--- src/rtl/ir_stream_loader_if.sv ---
`default_nettype none
// +--------------------------------------------------------------------+
// | Module      : ir_stream_loader_if                                  |
// | Description : Control, write and IR-side signal bundle for the     |
// |               instruction stream loader.                           |
// | Revision    : 1.0 - initial release                                |
// +--------------------------------------------------------------------+
interface ir_stream_loader_if #(
  parameter int WIDTH = 32,
  parameter int PTR_W = 3
);
  logic             wr_en;
  logic [WIDTH-1:0] wr_data;
  logic             clear;
  logic             start;
  logic             loop_mode;
  logic             abort;
  logic             cu_ready;
  logic [WIDTH-1:0] IR_In;
  logic             IR_Enable;
  logic             busy;
  logic             done;
  logic [PTR_W:0]   count;
  logic             full;
  logic             empty;
  logic             overflow;

  // Driver side: bench, host or control unit
  modport master (
    output wr_en, wr_data, clear, start, loop_mode, abort, cu_ready,
    input  IR_In, IR_Enable, busy, done, count, full, empty, overflow
  );

  // Loader side
  modport slave (
    input  wr_en, wr_data, clear, start, loop_mode, abort, cu_ready,
    output IR_In, IR_Enable, busy, done, count, full, empty, overflow
  );
endinterface
`default_nettype wire

--- src/rtl/ir_stream_loader.sv ---
`default_nettype none
// +--------------------------------------------------------------------+
// | Module      : ir_stream_loader                                     |
// | Description : Buffers up to DEPTH instruction words and injects    |
// |               them into the IR as single-cycle IR_Enable pulses,   |
// |               with a minimum idle gap, control-unit handshake and  |
// |               optional looping.                                    |
// | Revision    : 1.0 - initial release                                |
// +--------------------------------------------------------------------+
module ir_stream_loader #(
  parameter int WIDTH = 32,
  parameter int DEPTH = 8,
  parameter int PTR_W = 3,
  parameter int GAP   = 2
) (
  input  logic               Clk,
  input  logic               RESET,
  ir_stream_loader_if.slave  bus
);

  localparam int GAP_W = $clog2(GAP + 1);

  typedef enum logic [1:0] {
    IDLE = 2'd0,
    LOAD = 2'd1,
    WAIT = 2'd2,
    DONE = 2'd3
  } state_t;

  state_t             state_q, state_d;
  logic [PTR_W-1:0]   rp_q, rp_d;
  logic [PTR_W:0]     count_q, count_d;
  logic               overflow_q, overflow_d;
  logic               loop_q, loop_d;
  logic [GAP_W-1:0]   gap_q, gap_d;
  logic [WIDTH-1:0]   ir_in_q, ir_in_d;
  logic               ir_en_q, ir_en_d;

  logic [WIDTH-1:0]   mem_q [DEPTH];
  logic               mem_we;
  logic [PTR_W-1:0]   wp;
  logic               is_full;
  logic               is_empty;
  logic               last_entry;

  // The write pointer always equals the entry count (both clear together and
  // advance together), and a write is only accepted while count < DEPTH, so
  // the low bits of count address the next free slot.
  assign wp         = count_q[PTR_W-1:0];
  assign is_full    = (count_q == (PTR_W+1)'(DEPTH));
  assign is_empty   = (count_q == '0);
  assign last_entry = ({1'b0, rp_q} == (count_q - (PTR_W+1)'(1)));

  // Next-state, buffer bookkeeping and IR strobe generation
  always_comb begin
    state_d    = state_q;
    rp_d       = rp_q;
    count_d    = count_q;
    overflow_d = overflow_q;
    loop_d     = loop_q;
    gap_d      = gap_q;
    ir_in_d    = ir_in_q;
    ir_en_d    = 1'b0;
    mem_we     = 1'b0;

    case (state_q)
      IDLE: begin
        if (bus.start && !is_empty && !bus.abort) begin
          // Any write in this cycle is dropped: start wins.
          rp_d    = '0;
          loop_d  = bus.loop_mode;
          ir_in_d = mem_q[0];
          ir_en_d = 1'b1;
          gap_d   = GAP_W'(GAP);
          state_d = LOAD;
        end else if (bus.clear) begin
          count_d    = '0;
          overflow_d = 1'b0;
        end else if (bus.wr_en) begin
          if (is_full) begin
            overflow_d = 1'b1;
          end else begin
            mem_we  = 1'b1;
            count_d = count_q + (PTR_W+1)'(1);
          end
        end
      end

      LOAD: begin
        // The gap count starts in LOAD so that GAP idle cycles follow the pulse.
        gap_d   = gap_q - GAP_W'(1);
        state_d = WAIT;
      end

      WAIT: begin
        if (gap_q != '0) begin
          gap_d = gap_q - GAP_W'(1);
        end else if (bus.cu_ready) begin
          if (last_entry && !loop_q) begin
            state_d = DONE;
          end else begin
            rp_d    = last_entry ? '0 : rp_q + PTR_W'(1);
            ir_in_d = mem_q[rp_d];
            ir_en_d = 1'b1;
            gap_d   = GAP_W'(GAP);
            state_d = LOAD;
          end
        end
      end

      DONE: begin
        state_d = IDLE;
      end

      default: begin
        state_d = IDLE;
      end
    endcase

    // Abort returns to IDLE from anywhere; the IR word is left as it was.
    if (bus.abort) begin
      state_d = IDLE;
      ir_en_d = 1'b0;
      ir_in_d = ir_in_q;
    end
  end

  // Control and output registers with asynchronous reset
  always_ff @(posedge Clk or negedge RESET) begin
    if (!RESET) begin
      state_q    <= IDLE;
      rp_q       <= '0;
      count_q    <= '0;
      overflow_q <= 1'b0;
      loop_q     <= 1'b0;
      gap_q      <= '0;
      ir_in_q    <= '0;
      ir_en_q    <= 1'b0;
    end else begin
      state_q    <= state_d;
      rp_q       <= rp_d;
      count_q    <= count_d;
      overflow_q <= overflow_d;
      loop_q     <= loop_d;
      gap_q      <= gap_d;
      ir_in_q    <= ir_in_d;
      ir_en_q    <= ir_en_d;
    end
  end

  // Instruction storage; contents survive reset and clear
  always_ff @(posedge Clk) begin
    if (mem_we) begin
      mem_q[wp] <= bus.wr_data;
    end
  end

  assign bus.IR_In     = ir_in_q;
  assign bus.IR_Enable = ir_en_q;
  assign bus.busy      = (state_q == LOAD) || (state_q == WAIT);
  assign bus.done      = (state_q == DONE);
  assign bus.count     = count_q;
  assign bus.full      = is_full;
  assign bus.empty     = is_empty;
  assign bus.overflow  = overflow_q;

endmodule
`default_nettype wire
--- src/flat_wrapper.sv ---
// flat-port wrapper written by rule: the top's interface ports become plain ports
module ir_stream_loader_flat 
#(
  parameter int WIDTH = 32,
  parameter int DEPTH = 8,
  parameter int PTR_W = 3,
  parameter int GAP   = 2
)
  (Clk, RESET, bus_wr_en, bus_wr_data, bus_clear, bus_start, bus_loop_mode, bus_abort, bus_cu_ready, bus_IR_In, bus_IR_Enable, bus_busy, bus_done, bus_count, bus_full, bus_empty, bus_overflow);
  ir_stream_loader_if #(.WIDTH(WIDTH), .PTR_W(PTR_W)) bus_i ();
  input  logic Clk;
  input  logic RESET;
  input wire logic [$bits(bus_i.wr_en)-1:0] bus_wr_en;
  input wire logic [$bits(bus_i.wr_data)-1:0] bus_wr_data;
  input wire logic [$bits(bus_i.clear)-1:0] bus_clear;
  input wire logic [$bits(bus_i.start)-1:0] bus_start;
  input wire logic [$bits(bus_i.loop_mode)-1:0] bus_loop_mode;
  input wire logic [$bits(bus_i.abort)-1:0] bus_abort;
  input wire logic [$bits(bus_i.cu_ready)-1:0] bus_cu_ready;
  output wire logic [$bits(bus_i.IR_In)-1:0] bus_IR_In;
  output wire logic [$bits(bus_i.IR_Enable)-1:0] bus_IR_Enable;
  output wire logic [$bits(bus_i.busy)-1:0] bus_busy;
  output wire logic [$bits(bus_i.done)-1:0] bus_done;
  output wire logic [$bits(bus_i.count)-1:0] bus_count;
  output wire logic [$bits(bus_i.full)-1:0] bus_full;
  output wire logic [$bits(bus_i.empty)-1:0] bus_empty;
  output wire logic [$bits(bus_i.overflow)-1:0] bus_overflow;
  assign bus_i.wr_en = bus_wr_en;
  assign bus_i.wr_data = bus_wr_data;
  assign bus_i.clear = bus_clear;
  assign bus_i.start = bus_start;
  assign bus_i.loop_mode = bus_loop_mode;
  assign bus_i.abort = bus_abort;
  assign bus_i.cu_ready = bus_cu_ready;
  assign bus_IR_In = bus_i.IR_In;
  assign bus_IR_Enable = bus_i.IR_Enable;
  assign bus_busy = bus_i.busy;
  assign bus_done = bus_i.done;
  assign bus_count = bus_i.count;
  assign bus_full = bus_i.full;
  assign bus_empty = bus_i.empty;
  assign bus_overflow = bus_i.overflow;
  ir_stream_loader #(.WIDTH(WIDTH), .DEPTH(DEPTH), .PTR_W(PTR_W), .GAP(GAP)) u_core (.Clk(Clk), .RESET(RESET), .bus(bus_i));
endmodule
--- config.mk ---
export PLATFORM = sky130hd
export DESIGN_NAME = ir_stream_loader_flat
export DESIGN_NICKNAME = d
export VERILOG_FILES = /design/src/rtl/ir_stream_loader_if.sv /design/src/rtl/ir_stream_loader.sv /design/src/flat_wrapper.sv
export SDC_FILE = /design/constraint.sdc
export NUM_CORES = 1
export LEC_CHECK = 0
export CORE_MARGIN = 2
export CORE_UTILIZATION = 55
export DETAILED_ROUTE_END_ITERATION = 6
export MAX_ROUTING_LAYER = met4
export PLACE_DENSITY_LB_ADDON = 0.15
export SYNTH_ARGS = -nofsm -noshare
export SYNTH_HDL_FRONTEND = slang
export SYNTH_SLANG_ARGS = --single-unit
export TNS_END_PERCENT = 50
--- constraint.sdc ---
create_clock -name Clk -period 6 [get_ports Clk]
set_input_delay 1.2 -clock Clk [delete_from_list [all_inputs] [get_ports Clk]]
set_output_delay 1.2 -clock Clk [all_outputs]
set_load 0.02 [all_outputs]
==> results.md <==
* DIE HEIGHT at 155 µm
* First-pass GRT wire length at 45800 µm
* I/O Pins at 82
* CTS tree: built
* P_sw at 0.00200 W
* Synth top area share at 61.2%
* Power share of the sequential group at 42.8%
* CP max FO at 11
* Peak VDD IR at 0.268 mV
* Hpwl dp at 17500 µm
* Nets@finish at 972
* RSZ-0062 raised after global routing: no
* DR WL/cell at 24.3 µm
* Setup violators final at 0
* CTS sink count at 302
* Worst path bufs/invs at 2
* Setup TNS at 0 ns
* Seq/Total Area, Yosys at 70.3%
* RD Place Congestion at 0.827
* H-tree depth at 1
* Critical Path RT at 4.80 ns
* Layout fillers at 1594
* Total GRT Usage at 25.8%
* Worst EP arrival at 2.70 ns
* Slew @ Worst Pin at 1.09 ns
* Antenna-violating nets left at 0
* CTS max path bufs at 3
* Combinational power share at 29.0%
* Final hold vios at 0
* Delay-heaviest family, CP: buffers and inverters
* Max Fclk at 0.256 GHz
* N_diodes at 0
* Final setup margin at 2.10 ns
* Post-CTS sizing at 0
* CP max-delay cell: clkdlybuf4s50_1
* Leakage at 5.23 nW
* CP Capture Type: output port
* Worst-skew pair later-pin latency at 0.55 ns
* Die Width at 155 µm
* Layout cell share with drive strength beyond 1 at 11.3%
* Syn Nets at 889
* Initial antenna violation count at 0
* Drt initial violations at 572
* Critical Path Start Type: register
* Number of global-route vias before repair at 7934
* Total CTS buffers at 31
* IO buf count at 81
* FP Rows at 55
* Clk root buf: clkbuf_16
* Synthesized area at 0.0126 mm²
* Initial Util at 55.8%
* Critical path type: reg -> out
* Fin crit share at 65.0%
* Pwr Density at 428 mW/mm²
* Final wirelength at 29900 µm
* Ys Warns at 0
* Total of max-cap violations at 0
* Core box area at 0.0225 mm²
* Maximum number of pins on one net before global-route repair at 47
* Vias per cell at 6.23
* Final Skew at 0.00694 ns
* Post-place setup slack at 1.81 ns
* Worst path cell trace: inv_1 > ha_1 > nor3b_1 > clkdlybuf4s50_1
* Die area at 0.0241 mm²
* Initial DRT Pass Iterations at 6
* Async SR Flop Fraction at 15.2%
* Number of distinct library cells after synthesis at 50
* CTS hold repair buffers at 0
* Top cells by area, synth: edfxtp_1 61%, dfrtp_1 9.2%, mux2i_1 7.5%
* Top FF cell, synth: edfxtp_1
* Mapped Avg Cell Area at 15.0 µm²
* Synth Register Bits at 302
* Number of flops mapped to enable cells by yosys at 256
* # Post-CTS Setup Buffers at 0
* Slowest stage delay, CP at 0.71 ns
* Final min period at 3.90 ns
* Internal Power at 0.00428 W
* Status: finished, final reports clean
* Detailed-route DRC error count at 0
* Sw frac at 31.8%
* Slew HR at 27.0%
* Vias at 7666
* Worst hold path class: reg -> reg
* Dominant cell type by area after synthesis: edfxtp_1
* Area delta synth->final at 16.8%
* Slew Limit Fails at 0
* Gate Count Post-Synth at 840
* Clock share of power at 28.2%
* Gr ovfl total at 0
* Clk slew on worst S/H paths at 0.06 ns
## state kept, by name (all words and copies together), names as in the netlist
signal                flops
u_core.bus.IR_Enable      1
u_core.bus.IR_In         32
u_core.rp_q               3
u_core.loop_q             1
u_core.state_q            2
u_core.gap_q              2
u_core.mem_q            256
u_core.bus.count          4
u_core.bus.overflow       1
## layout make-up
cell class / instances / area (µm²) / area share, %
well taps: 285 / 357 / 2.43
multi-input cells: 453 / 3470 / 23.6
flip-flops and latches: 302 / 8840 / 60.2
clock buffers: 44 / 845 / 5.75
repair buffers: 103 / 971 / 6.61
inverters: 32 / 120 / 0.818
clock inverters: 12 / 81.3 / 0.554
## path summary, 6_finish.rpt
check / start / endpoint / slack (ns) / depth (start not counted)
worst max-delay path: u_core.bus.count[1]$_DFFE_PN0P_ / bus_empty / 2.10 / 4
worst min-delay path: u_core.mem_q[0][6]$_DFFE_PP_ / u_core.bus.IR_In[6]$_DFFE_PN0P_ / 0.50 / 2
worst max register to register: u_core.bus.count[1]$_DFFE_PN0P_ / u_core.mem_q[2][24]$_DFFE_PP_ / 2.16 / 7
worst min register to register: u_core.mem_q[0][6]$_DFFE_PP_ / u_core.bus.IR_In[6]$_DFFE_PN0P_ / 0.50 / 2
max in group asynchronous: RESET / u_core.rp_q[0]$_DFFE_PN0P_ / 4.65 / 2
min in group asynchronous: RESET / u_core.bus.IR_In[8]$_DFFE_PN0P_ / 0.80 / 2
## routing by layer
layer	global-route usage, %	wire [µm]	vias up	part of all wire [%]
met5	-	0	-	0
met4	6.04	444	0	1.5
met1	35.3	12700	3885	43
li1	-	-	3416	-
met3	3.43	2090	40	7.0
met2	41.8	14600	325	49
## worst register-to-register path, stage by stage (launching register included)
cell and delay (ns):
dfrtp_1 0.54, inv_1 0.15, ha_1 0.27, nor3b_1 0.48, o21ai_1 0.29, nor3_1 0.41
nand2_1 0.36, nor2_4 0.94
## metrics by stage
stage          area (µm²)  hold WS, ns  std cells  utilization (%)  total power (W)
2_1_floorplan       12600        0.464        840                -          0.00384
3_3_place_gp        13800        0.475       1175             61.1          0.00448
3_5_place_dp        13800        0.490       1175             61.1          0.00454
4_1_cts             14700        0.498       1231             65.2          0.00630
5_1_grt             14700        0.536       1231             65.2          0.00655
6_report            14700        0.497       1231             65.2          0.00628
## layout by cell type (no fill, tap or decap), types with 4 or more instances in the layout
cell             count
a21oi_1              5
a22oi_1             11
buf_4               22
clkbuf_1            11
clkbuf_16           31
clkdlybuf4s50_1     80
clkinv_1             6
clkinv_2             4
dfrtp_1             45
edfxtp_1           256
ha_1                 9
inv_1               32
mux2_1               8
mux2_2              31
mux2i_1             94
nand2_1             48
nand2b_1            23
nand3_1             24
nand4_1             12
nor2_1               9
nor2_4               6
nor3_1              26
o21ai_0             25
o22a_1              20
o22ai_1             21
o311ai_0             9
o32ai_1             21
## power by group through the flow
stage | clock, W | sequential [W] | combinational [W]
2_1_floorplan | 0 | 0.00280 | 0.00104
3_3_place_gp | 0 | 0.00271 | 0.00177
3_5_place_dp | 0 | 0.00273 | 0.00182
4_1_cts | 0.00179 | 0.00269 | 0.00182
5_1_grt | 0.00188 | 0.00271 | 0.00196
6_report | 0.00177 | 0.00269 | 0.00182
## cell usage after synthesis, types with 4 or more instances
cell type  count
a21oi_1        5
a22oi_1       11
buf_2         10
clkbuf_1      39
dfrtp_1       46
edfxtp_1     256
ha_1           9
inv_1         32
mux2_1         8
mux2_2        31
mux2i_1       94
nand2_1       48
nand2b_1      23
nand3_1       24
nand4_1       12
nor2_1        15
nor3_1        29
nor4_1         4
o21ai_0       25
o22a_1        20
o22ai_1       21
o311ai_0       9
o32ai_1       21
## cells by family after synthesis
kind of cell / share of synthesized area, %
flip-flops: 70.3
AND/OR/NAND/NOR: 6.65
AO/OA/AOI/OAI: 8.00
multiplexers: 11.0
buffers and inverters: 2.67
adder cells (fa/ha/maj): 0.896
XOR/XNOR: 0.468
(Power assumes the default switching activity.)
